## config.mk

```make
export PLATFORM = sky130hd
export DESIGN_NAME = timer_counter_flat
export DESIGN_NICKNAME = d
export VERILOG_FILES = /design/src/rtl/timer_counter_pkg.sv /design/src/rtl/timer_counter_if.sv /design/src/rtl/timer_counter.sv /design/src/flat_wrapper.sv
export SDC_FILE = /design/constraint.sdc
export NUM_CORES = 1
export LEC_CHECK = 0
export ABC_AREA = 0
export CELL_PAD_IN_SITES_DETAIL_PLACEMENT = 1
export CELL_PAD_IN_SITES_GLOBAL_PLACEMENT = 2
export CORE_MARGIN = 2
export CORE_UTILIZATION = 33
export DETAILED_ROUTE_END_ITERATION = 10
export GPL_ROUTABILITY_DRIVEN = 0
export HOLD_SLACK_MARGIN = 0.03
export PLACE_DENSITY_LB_ADDON = 0.12
export SYNTH_ARGS = -nofsm -noshare
export SYNTH_HDL_FRONTEND = slang
export SYNTH_SLANG_ARGS = --single-unit
```

## constraint.sdc

```tcl
create_clock -name clk -period 3.4 [get_ports clk]
set_input_delay 0.34 -clock clk [delete_from_list [all_inputs] [get_ports clk]]
set_output_delay 0.34 -clock clk [all_outputs]
set_load 0.01 [all_outputs]
```

## src/rtl/timer_counter_pkg.sv

```systemverilog
// Shared definitions for the timer/counter device: register word offsets, MODE encodings and
// FSM state encoding. The bus bridge imports the same offsets.
package timer_counter_pkg;

  localparam int unsigned AddrW = 2;
  localparam int unsigned DataW = 32;

  // Register word offsets within the device window
  localparam logic [AddrW-1:0] AddrCtrl   = 2'd0;
  localparam logic [AddrW-1:0] AddrPreset = 2'd1;
  localparam logic [AddrW-1:0] AddrCount  = 2'd2;

  // CTRL.MODE encodings; 2'b1x behaves as one-shot
  localparam logic [1:0] ModeOneShot    = 2'b00;
  localparam logic [1:0] ModeAutoReload = 2'b01;

  typedef enum logic [1:0] {
    StIdle = 2'd0,
    StLoad = 2'd1,
    StCnt  = 2'd2,
    StInt  = 2'd3
  } state_e;

endpackage

```

## src/rtl/timer_counter_if.sv

```systemverilog
// Register-bus interface of the timer/counter.
//   addr : word offset (0 CTRL, 1 PRESET, 2 COUNT, 3 unused)
//   we   : write strobe, sampled on the clock edge
//   din  : write data
//   dout : combinational read data for addr
//   irq  : registered interrupt request
// master = bridge side, slave = timer side.
interface timer_counter_if;
  import timer_counter_pkg::*;

  logic [AddrW-1:0] addr;
  logic             we;
  logic [DataW-1:0] din;
  logic [DataW-1:0] dout;
  logic             irq;

  modport master (output addr, output we, output din, input dout, input irq);
  modport slave  (input addr, input we, input din, output dout, output irq);

endinterface

```

## src/rtl/timer_counter.sv

```systemverilog
// Programmable 32-bit down-counting timer with one-shot and auto-reload modes.
//   clk   : system clock, rising edge
//   reset : asynchronous active-low reset
//   bus   : register bus (addr/we/din in, dout/irq out)
// CTRL = {IM, MODE[1:0], EN}; PRESET is R/W; COUNT is read-only.
// irq = IM & IRQF, registered so it leaves the block straight from a flop.
module timer_counter (
  input  logic            clk,
  input  logic            reset,
  timer_counter_if.slave  bus
);
  import timer_counter_pkg::*;

  state_e           state_q, state_d;
  logic             en_q, en_d;
  logic [1:0]       mode_q, mode_d;
  logic             im_q, im_d;
  logic             irqf_q, irqf_d;
  logic             irq_q, irq_d;
  logic [DataW-1:0] preset_q, preset_d;
  logic [DataW-1:0] count_q, count_d;
  logic [DataW-1:0] rdata;
  logic             ctrl_wr;
  logic             preset_wr;

  assign ctrl_wr   = bus.we && (bus.addr == AddrCtrl);
  assign preset_wr = bus.we && (bus.addr == AddrPreset);

  always_comb begin
    state_d  = state_q;
    en_d     = en_q;
    mode_d   = mode_q;
    im_d     = im_q;
    irqf_d   = irqf_q;
    preset_d = preset_q;
    count_d  = count_q;

    case (state_q)
      StIdle: begin
        if (en_q) begin
          state_d = StLoad;
          irqf_d  = 1'b0;
        end
      end
      StLoad: begin
        count_d = preset_q;
        state_d = StCnt;
      end
      StCnt: begin
        if (!en_q) begin
          state_d = StIdle;
        end else if (count_q > 32'd1) begin
          count_d = count_q - 32'd1;
        end else begin
          // Terminal count; also covers PRESET=0 so COUNT never wraps
          count_d = '0;
          irqf_d  = 1'b1;
          state_d = StInt;
        end
      end
      StInt: begin
        if (mode_q == ModeAutoReload) begin
          irqf_d = 1'b0;
        end else begin
          en_d = 1'b0;
        end
        state_d = StIdle;
      end
      default: state_d = StIdle;
    endcase

    // A CTRL write overrides any same-cycle FSM update of EN/IRQF
    if (ctrl_wr) begin
      en_d   = bus.din[0];
      mode_d = bus.din[2:1];
      im_d   = bus.din[3];
      irqf_d = 1'b0;
    end
    if (preset_wr) begin
      preset_d = bus.din;
    end
  end

  assign irq_d = im_d & irqf_d;

  always_ff @(posedge clk or negedge reset) begin
    if (!reset) begin
      state_q  <= StIdle;
      en_q     <= 1'b0;
      mode_q   <= ModeOneShot;
      im_q     <= 1'b0;
      irqf_q   <= 1'b0;
      irq_q    <= 1'b0;
      preset_q <= '0;
      count_q  <= '0;
    end else begin
      state_q  <= state_d;
      en_q     <= en_d;
      mode_q   <= mode_d;
      im_q     <= im_d;
      irqf_q   <= irqf_d;
      irq_q    <= irq_d;
      preset_q <= preset_d;
      count_q  <= count_d;
    end
  end

  always_comb begin
    rdata = '0;
    case (bus.addr)
      AddrCtrl:   rdata = {28'd0, im_q, mode_q, en_q};
      AddrPreset: rdata = preset_q;
      AddrCount:  rdata = count_q;
      default:    rdata = '0;
    endcase
  end

  assign bus.dout = rdata;
  assign bus.irq  = irq_q;

endmodule

```

## src/flat_wrapper.sv

```systemverilog
// flat-port wrapper written by rule: the top's interface ports become plain ports
module timer_counter_flat import timer_counter_pkg::*;
  (clk, reset, bus_addr, bus_we, bus_din, bus_dout, bus_irq);
  timer_counter_if bus_i ();
  input  logic clk;
  input  logic reset;
  input wire logic [$bits(bus_i.addr)-1:0] bus_addr;
  input wire logic [$bits(bus_i.we)-1:0] bus_we;
  input wire logic [$bits(bus_i.din)-1:0] bus_din;
  output wire logic [$bits(bus_i.dout)-1:0] bus_dout;
  output wire logic [$bits(bus_i.irq)-1:0] bus_irq;
  assign bus_i.addr = bus_addr;
  assign bus_i.we = bus_we;
  assign bus_i.din = bus_din;
  assign bus_dout = bus_i.dout;
  assign bus_irq = bus_i.irq;
  timer_counter u_core (.clk(clk), .reset(reset), .bus(bus_i));
endmodule
```

==> metrics.md <==
| Metric | Value |
|---|---|
| Asr flop ratio synth | 100% |
| Ports | 70 |
| Post-route ant nets | 0 |
| DIE AREA | 0.0128 mm^2 |
| Final instance area | 0.00512 mm^2 |
| Max VDD drop | about 0.25 mV |
| Hpwl dp | around 8.9 mm |
| Reg clk slew, reported paths | 0.06 ns |
| Final hold vios | 0 |
| Layout net count | 503 |
| GRT overflow | 0 |
| Share of cells above drive strength 1 | ~16% |
| Worst Setup Start Kind | flip-flop |
| Hold crit path type | in -> async |
| CP required | between 3 and 4 ns |
| Die height | 113 um |
| Clk buf depth | 2 |
| Worst-Margin Slew | 0.843 ns |
| DR vias/cell | about 5.7 |
| Post-Syn Nets | 430 |
| Global-route wire length before repair | around 20 mm |
| Leak pwr | 2.03 nW |
| Syn-to-layout area delta | 29.8% |
| CP endpoint kind | flip-flop |
| CTS buffer count | 9 |
| Crit Path Category | reg -> reg |
| Synth Flop Type | dfrtp_1 |
| Pwr per Cell Area | ~750 mW/mm^2 |
| Status | complete, no violations |
| WP data arrival | between 3 and 4 ns |
| Root buf cell | clkbuf_16 |
| GR Util All Layers | around 20% |
| Vias in the first global route | roughly 3700 |
| Relative slew slack | 43.6% |
| Diode count | 0 |
| Port Buffers | between 60 and 70 |
| CTS tree | done |
| Worst-path fanout max | 11 |
| Area after DPL | 0.00486 mm^2 |
| Synth Register Bits | around 70 |
| Ys Warns | 0 |
| Count of final setup violators | 0 |
| Hold Buf Count CTS | 0 |
| Number of antenna violations at the first check in global routing | 0 |
| Setup TNS | 0 ns |
| Final WL | roughly 12 mm |
| Via Count | ~3500 |
| Final Critical Period | roughly 2.8 ns |
| Clk sink count | between 70 and 80 |
| Mapped cell area | slightly below 0.004 mm^2 |
| Pins Over Slew Limit | 0 |
| Post-place setup slack | 0.613 ns |
| Sequential share of the synthesized area | a little under half |
| Largest net degree at the start of global routing | 33 |
| Post-CTS sizing | 0 |
| Unrepaired setup endpoints after global routing | no |
| Max Clk Rate | between 300 and 400 MHz |
| Setup repair bufs after CTS | 0 |
| Synth unique cells | between 50 and 60 |
| DR DRC count | 0 |
| Synth Area per Inst | 10.1 um^2 |
| Clk_lat worst skew | 0.35 ns |
| Die X | between 100 and 150 um |
| Final Skew | 0.00662 ns |
| Count of flip-flops with a built-in enable after synthesis | 0 |
| Max H-tree Level | 3 |
| Fin crit share | approximately 83% |
| Mapped Cells | roughly 390 |
| Maximum Capacitance Violations | 0 |
| Initial Util | between 30% and 40% |
| Hold slack final | 0.0723 ns |
| Initial DRC Count | 152 |
| TritonRoute pass-1 iters | 4 |
| Core ar. | about 0.012 mm^2 |
| Setup ws final | between 0.5 and 0.6 ns |
| WL/cell | 20.3 um |
| Pwr Total | about 3.8 mW |
| Site Rows | 39 |
==> metal layers <==
layer	track usage [%]	part of all wire [%]	vias up
met3	3.59	3.2	13
met1	28.2	48	1759
met2	32.3	47	73
met4	7.32	1.5	0
met5	0	0	-
li1	-	-	1638
==> synth_stat cells, types with 8 or more instances <==
library cell,n,area [um^2]
nand3_1,24,120
clkbuf_1,18,67.6
nor3_1,18,90.1
a22oi_1,9,67.6
or3_1,11,68.8
a22o_1,27,236
nand2b_1,8,50.1
a21oi_1,14,70.1
dfrtp_1,72,1800
mux2_2,34,383
nor2_1,17,63.8
nand2_1,31,116
o21ai_0,19,95.1
==> layout make-up <==
cell class / count / area [um^2]
well taps: 143 / 179
fillers: 1293 / 6400
clock buffers: 13 / 250
flip-flops and latches: 72 / 1800
clock inverters: 1 / 5.00
repair buffers: 86 / 826
multi-input cells: 289 / 2030
inverters: 6 / 22.5
==> cell usage in the layout, fill, tap and decap left out, types with 2 or more instances in the layout <==
master,instances
nor2_1,17
or4_4,2
clkdlybuf4s50_1,68
nor4_1,5
mux2i_1,6
o211ai_1,5
mux2_2,34
ha_1,2
nand2_1,31
a211oi_1,2
inv_1,5
a221o_1,6
a22oi_1,9
clkbuf_16,9
buf_4,16
nand2b_1,8
o311ai_0,5
o22ai_1,2
and3_1,5
dfrtp_1,72
o21ai_1,2
nor3b_1,2
nor3_1,18
or2_2,3
a32oi_1,4
nor2b_2,3
or3_1,11
a21oi_1,14
a21o_1,2
o21ai_0,19
nand3_1,24
clkbuf_1,3
a22o_1,27
==> worst paths after layout <==
| path | startpoint | endpoint | slack (ns) | cells after the start |
|---|---|---|---|---|
| hold reg to reg | u_core.preset_q[17] | u_core.count_q[17] | 0.53 | 2 |
| min in group clk | u_core.preset_q[17] | u_core.count_q[17] | 0.53 | 2 |
| setup / recovery | u_core.count_q[9] | u_core.count_q[29] | 0.57 | 7 |
| setup reg to reg | u_core.count_q[9] | u_core.count_q[29] | 0.57 | 7 |
| hold / removal | reset | u_core.preset_q[8] | 0.07 | 1 |
| max in group asynchronous | reset | u_core.preset_q[23] | 2.60 | 2 |
==> worst max-delay path, stage by stage (launching register included) <==
cell,delay [ns]
dfrtp_1,0.44
or4_4,0.59
nand4bb_1,0.44
nor4_4,0.48
nor2_1,0.11
buf_4,0.19
a21o_1,0.16
a221o_1,0.29
==> logic make-up (layout without fill, tap and decap cells) <==
| kind of cell | Yosys count | in the layout | share of synthesized area [%] |
|---|---|---|---|
| AO/OA/AOI/OAI | 106 | 106 | 19.7 |
| buffers and inverters | 30 | 106 | 2.89 |
| flip-flops | 72 | 72 | 45.7 |
| multiplexers | 40 | 40 | 11.2 |
| AND/OR/NAND/NOR | 141 | 141 | 19.8 |
| adder cells (fa/ha/maj) | 2 | 2 | 0.635 |
==> stage by stage <==
stage	instances	util, %
after global placement	596	42.2
after floorplan	391	-
after CTS	610	44.4
after detailed placement	596	42.2
final	610	44.4
after global routing	610	44.4
==> sequential cells by signal (all words and copies together), names as in the netlist <==
name	flops
u_core.en_q	1
u_core.bus.irq	1
u_core.im_q	1
u_core.irqf_q	1
u_core.state_q	2
u_core.count_q	32
u_core.preset_q	32
u_core.mode_q	2
==> report_power, final <==
group / internal, mW / switching (mW) / leakage (nW) / total (mW)
combinational: 0.697 / 0.730 / 1.04 / 1.43
clock: 0.505 / 0.350 / 0.126 / 0.855
sequential: 1.14 / 0.399 / 0.872 / 1.54
No activity file was read; power rests on OpenSTA's default activity.
==> patch 1 (config.mk and constraints unchanged) <==
The 4 states of `state_e` get a Gray code encoding in 2 bits.
--- a/src/rtl/timer_counter_pkg.sv
+++ b/src/rtl/timer_counter_pkg.sv
@@ -17,6 +17,6 @@
   typedef enum logic [1:0] {
-    StIdle = 2'd0,
-    StLoad = 2'd1,
-    StCnt  = 2'd2,
-    StInt  = 2'd3
+    StIdle = 2'b00,
+    StLoad = 2'b01,
+    StCnt  = 2'b11,
+    StInt  = 2'b10
   } state_e;
Formal check against the unedited RTL: no difference found for any inputs over 4 cycles, from zero or initial values and one cycle with reset low; so few cycles prove little.
==> patch 1 against the original RTL <==
- synthesized area up 2.3%
- combinational power rose by 8%
- cell area barely moved
- final cell count down 0.16%
- via count grew 1.3%
- clock skew increased by 1.4 ps
- worst setup slack better by 150 ps
- total power up 3.7%
- routed wire length is 2.4% lower
- count of clock-buffer cells in the layout is 3 higher
- sequential cell count unchanged
==> patch 1: results (changes against the original RTL) <==
stage,metric,value,unit,change
routing,viasPerCell,5.80,,+1.5%
global_route,grt_start_max_net_pins,73,,+120%
final_layout,final_nets,496,,-1.4%
sta,fin_crit,2680,ps,-154 ps
synthesis,muxShareOfSynthArea,11.0,%,-0.22 points
synthesis,synth-compound-area-share,21.6,%,+1.9 points
routing,met1Wirelength,5.48,mm,-8.4%
pwr,ir_drop,0.301,mV,+19%
sta,skew,8.00,ps,+1.38 ps
setup_path,worstPathMaxFanout,19,,+8
setup_path,reg2reg_depth,6,,-1
final_layout,drive_gt1_share,15.6,%,-0.90 points
setup_path,reg2reg_from,u_core.count_q[27],,
pwr,cellLeakagePower,2.01,nW,-1.1%
place,place_ws,700,ps,+87.5 ps
sta,slew_headroom,35.3,%,-8.4 points
global_route,grt_pass1_wl,20.1,mm,-0.71%
synthesis,yosys.area_share.adder,0.621,%,-0.014 points
synthesis,synthTopCellsByArea,"dfrtp_1, mux2_2, a22o_1",,
synthesis,synth.yosys.seq_area_share,44.7,%,-1.0 points
routing,initialDrtViolationCount,149,,-2.0%
routing,wl_met3,373,microns,-5.1%
final_layout,n_fill_cell,1339,,+3.6%
setup_path,slowest_delay,560,ps,-30 ps
synthesis,synthTopCellsByCount,"dfrtp_1, mux2_2, nand2_1, a22o_1, o21ai_0",,
setup_path,crit_arrival,2870,ps,-190 ps
global_route,grt_usage,19.9,%,-0.53 points
run_status,outcome,"finished, final reports clean",,
routing,dr_wl_met2,6.00,mm,+3.3%
synthesis,synth_nets,434,,+0.93%
[patch 1: cell count changes in the layout (fill, tap and decap cells not counted), moves of 5 or more]
cell	before	now
nor3_1	18	8
o2bb2ai_1	1	9
or4_1	1	9
nand2b_1	8	1
or3_1	11	4
a21oi_1	14	8
a221o_1	6	0
inv_1	5	10
nand3_1	24	19
[patch 1: area by class of cell]
cell class	count	area [sq um]	share of cell area, %
Clock buffer	16	262	5.11
Inverter	10	37.5	0.733
Multi-Input combinational cell	283	2060	40.2
Sequential cell	72	1800	35.2
Tap cell	147	184	3.59
Timing Repair Buffer	81	778	15.2
[patch 1: routing by layer]
layer / GRT usage, % / vias to the layer above
met1: 25.2 / 1805
met4: 8.05 / 0
met2: 33.6 / 56
met3: 3.34 / 16
met5: 0 / -
li1: - / 1653
[patch 1: report_power, final]
group | internal, mW | total, mW | leakage [nW] | switching [mW]
combinational | 0.713 | 1.55 | 1.01 | 0.833
sequential | 1.14 | 1.55 | 0.874 | 0.406
clock | 0.516 | 0.870 | 0.125 | 0.354
[patch 1: kinds of logic after synthesis]
group | count (synthesis)
AO/OA/AOI/OAI | 116
buffers and inverters | 40
adder cells (fa/ha/maj) | 2
multiplexers | 40
AND/OR/NAND/NOR | 125
flip-flops | 72
[patch 1: worst max path at each step]
stage / to / cells after the start
after floorplan: u_core.count_q[13] / 8
after global placement: bus_dout[22] / 5
after detailed placement: bus_dout[10] / 5
after CTS: bus_dout[10] / 5
after global routing: u_core.count_q[0] / 6
final: u_core.count_q[0] / 6
[patch 1: per-stage QoR]
stage          hold WS (ps)  utilization [%]  std cells
5_1_grt                 248             42.8        609
2_1_floorplan          44.4                -        395
6_report                162             42.8        609
4_1_cts                 198             42.8        609
3_5_place_dp            525             40.6        593
3_3_place_gp            509             40.6        593
==> patch 2 (same flow settings) <==
Without the edit above. Change the package constant `AddrW` from 2 to 4.
--- a/src/rtl/timer_counter_pkg.sv
+++ b/src/rtl/timer_counter_pkg.sv
@@ -4,3 +4,3 @@
 
-  localparam int unsigned AddrW = 2;
+  localparam int unsigned AddrW = 4;
   localparam int unsigned DataW = 32;
Interface: changed (resized bus_addr); port bits go from 70 to 72. The function was not compared with the original's and may differ.
==> patch 2 against the original RTL <==
- synthesized area increased by 0.60%
- via count decreased by 0.11%
- non-clock buffer count decreased by 2
- total power decreased by 4.5%
- largest cell class unchanged
- cell area increased by 0.24%
- sequential cell count unchanged
- worst setup slack improved by 41 ps
- routed wire length decreased by 1.3%
==> patch 2: results (changes against the original RTL) <==
stage,metric,value,unit,change
routing,viasPerCell,5.74,,+0.54%
synthesis,synthTopCellsByCount,"dfrtp_1, mux2_2, nand2_1, a22o_1, nand3_1",,
global_route,grt_start_max_net_pins,38,,+15%
final_layout,final_nets,495,,-1.6%
setup_path,slowest_delay,820,ps,+230 ps
synthesis,ys_types,57,,+7.5%
global_route,grt_usage,20.3,%,-0.15 points
routing,wirelength,12.2,mm,-1.3%
synthesis,synthTopCellsByArea,"dfrtp_1, mux2_2, a22o_1",,
final_layout,final_area,5130,sq um,+0.24%
final_layout,drive_gt1_share,19.0,%,+2.5 points
setup_path,crit_arrival,3050,ps,about the same
global_route,grt_pass1_vias,3697,,+0.30%
place,dpl-instance-area,4860,sq um,about the same
place,place_ws,590,ps,-22.9 ps
place,dpl.hpwl,8.55,mm,-3.9%
routing,initialDrtViolationCount,224,,+47%
pwr,cellLeakagePower,2.05,nW,+0.74%
setup_path,crit_family,simple AND/OR/NAND/NOR gates,,
setup_path,worstPathMaxFanout,13,,+2
pwr,ir_drop,0.389,mV,+54%
run_status,outcome,"finished, final reports clean",,
routing,wl_per_cell,20.2,microns,-0.64%
place,dp.cells,590,,-1.0%
global_route,grt_pass1_wl,20.1,mm,-0.89%
synthesis,syn_avg_cell_area,10.5,sq um,+3.8%
pwr,swShare,39.5,%,+0.85 points
sta,skew,7.10,ps,+0.485 ps
final_layout,n_fill_cell,1348,,+4.3%
place,port_buffers,71,,+2.9%
synthesis,synth.yosys.seq_area_share,45.4,%,-0.27 points
sta,slew_headroom,28.3,%,-15 points
[patch 2: changes by cell type in the layout (fill, tap and decap cells not counted), sizes merged, moves of 3 or more]
cell,before,now
nor3,19,9
o21ai,21,15
inv,5,10
a222oi,0,4
buf,18,14
mux2i,6,2
nor4,6,10
o211ai,5,9
a21oi,14,11
a221o,6,3
o41ai,0,3
[patch 2: worst reg2reg max path: cells and delay by family (launching register included)]
family / cells / cell delay, ps
AO/OA/AOI/OAI: 2 / 610
flip-flops: 1 / 480
adder cells (fa/ha/maj): 1 / 300
AND/OR/NAND/NOR: 3 / 1230
buffers and inverters: 1 / 100
[patch 2: final timing paths]
check | slack (ps) | cells after the start | endpoint | start
worst max register to register | 610 | 7 | u_core.count_q[31] | u_core.count_q[0]
worst min-delay path | 110 | 1 | u_core.preset_q[6] | reset
min in group clk | 520 | 2 | u_core.count_q[19] | u_core.preset_q[19]
max in group asynchronous | 2570 | 2 | u_core.count_q[15] | reset
worst min register to register | 520 | 2 | u_core.count_q[19] | u_core.preset_q[19]
worst max-delay path | 610 | 7 | u_core.count_q[31] | u_core.count_q[0]
[patch 2: routing by layer]
| layer | routed length, microns | track usage [%] | share of wire [%] |
|---|---|---|---|
| met5 | 0 | 0 | 0 |
| met4 | 192 | 7.64 | 1.6 |
| met3 | 445 | 4.20 | 3.6 |
| met2 | 5820 | 32.3 | 48 |
| met1 | 5750 | 27.3 | 47 |
[patch 2: cell families after synthesis]
| kind of cell | Yosys count | synth area share [%] |
|---|---|---|
| buffers and inverters | 30 | 3.88 |
| muxes | 36 | 10.2 |
| AOI/OAI and AO/OA | 104 | 19.9 |
| DFF | 72 | 45.4 |
| adders and majority gates | 2 | 0.631 |
| and+or+nand+nor | 135 | 20.0 |
[patch 2: through the flow]
step                      total power [mW]  utilization [%]
after global routing                  3.91             43.3
final                                 3.65             43.3
after detailed placement              2.80             41.0
after CTS                             3.70             43.3
after floorplan                       2.31                -
after global placement                2.75             41.0
[patch 2: power by group through the flow]
stage | logic, mW | clock network (mW) | registers, mW
floorplan | 0.887 | 0 | 1.42
global placement | 1.21 | 0 | 1.54
detailed placement | 1.25 | 0 | 1.55
CTS | 1.26 | 0.906 | 1.54
global route | 1.38 | 0.935 | 1.60
finish | 1.23 | 0.876 | 1.54
[patch 2: final cells by class]
class	count	area [sq um]	share of cell area (%)
Clock inverter	4	20.0	0.390
Multi-Input combinational cell	277	2030	39.5
Timing Repair Buffer	84	816	15.9
Clock buffer	12	246	4.80
Tap cell	147	184	3.58
Sequential cell	72	1800	35.1
Inverter	10	37.5	0.732
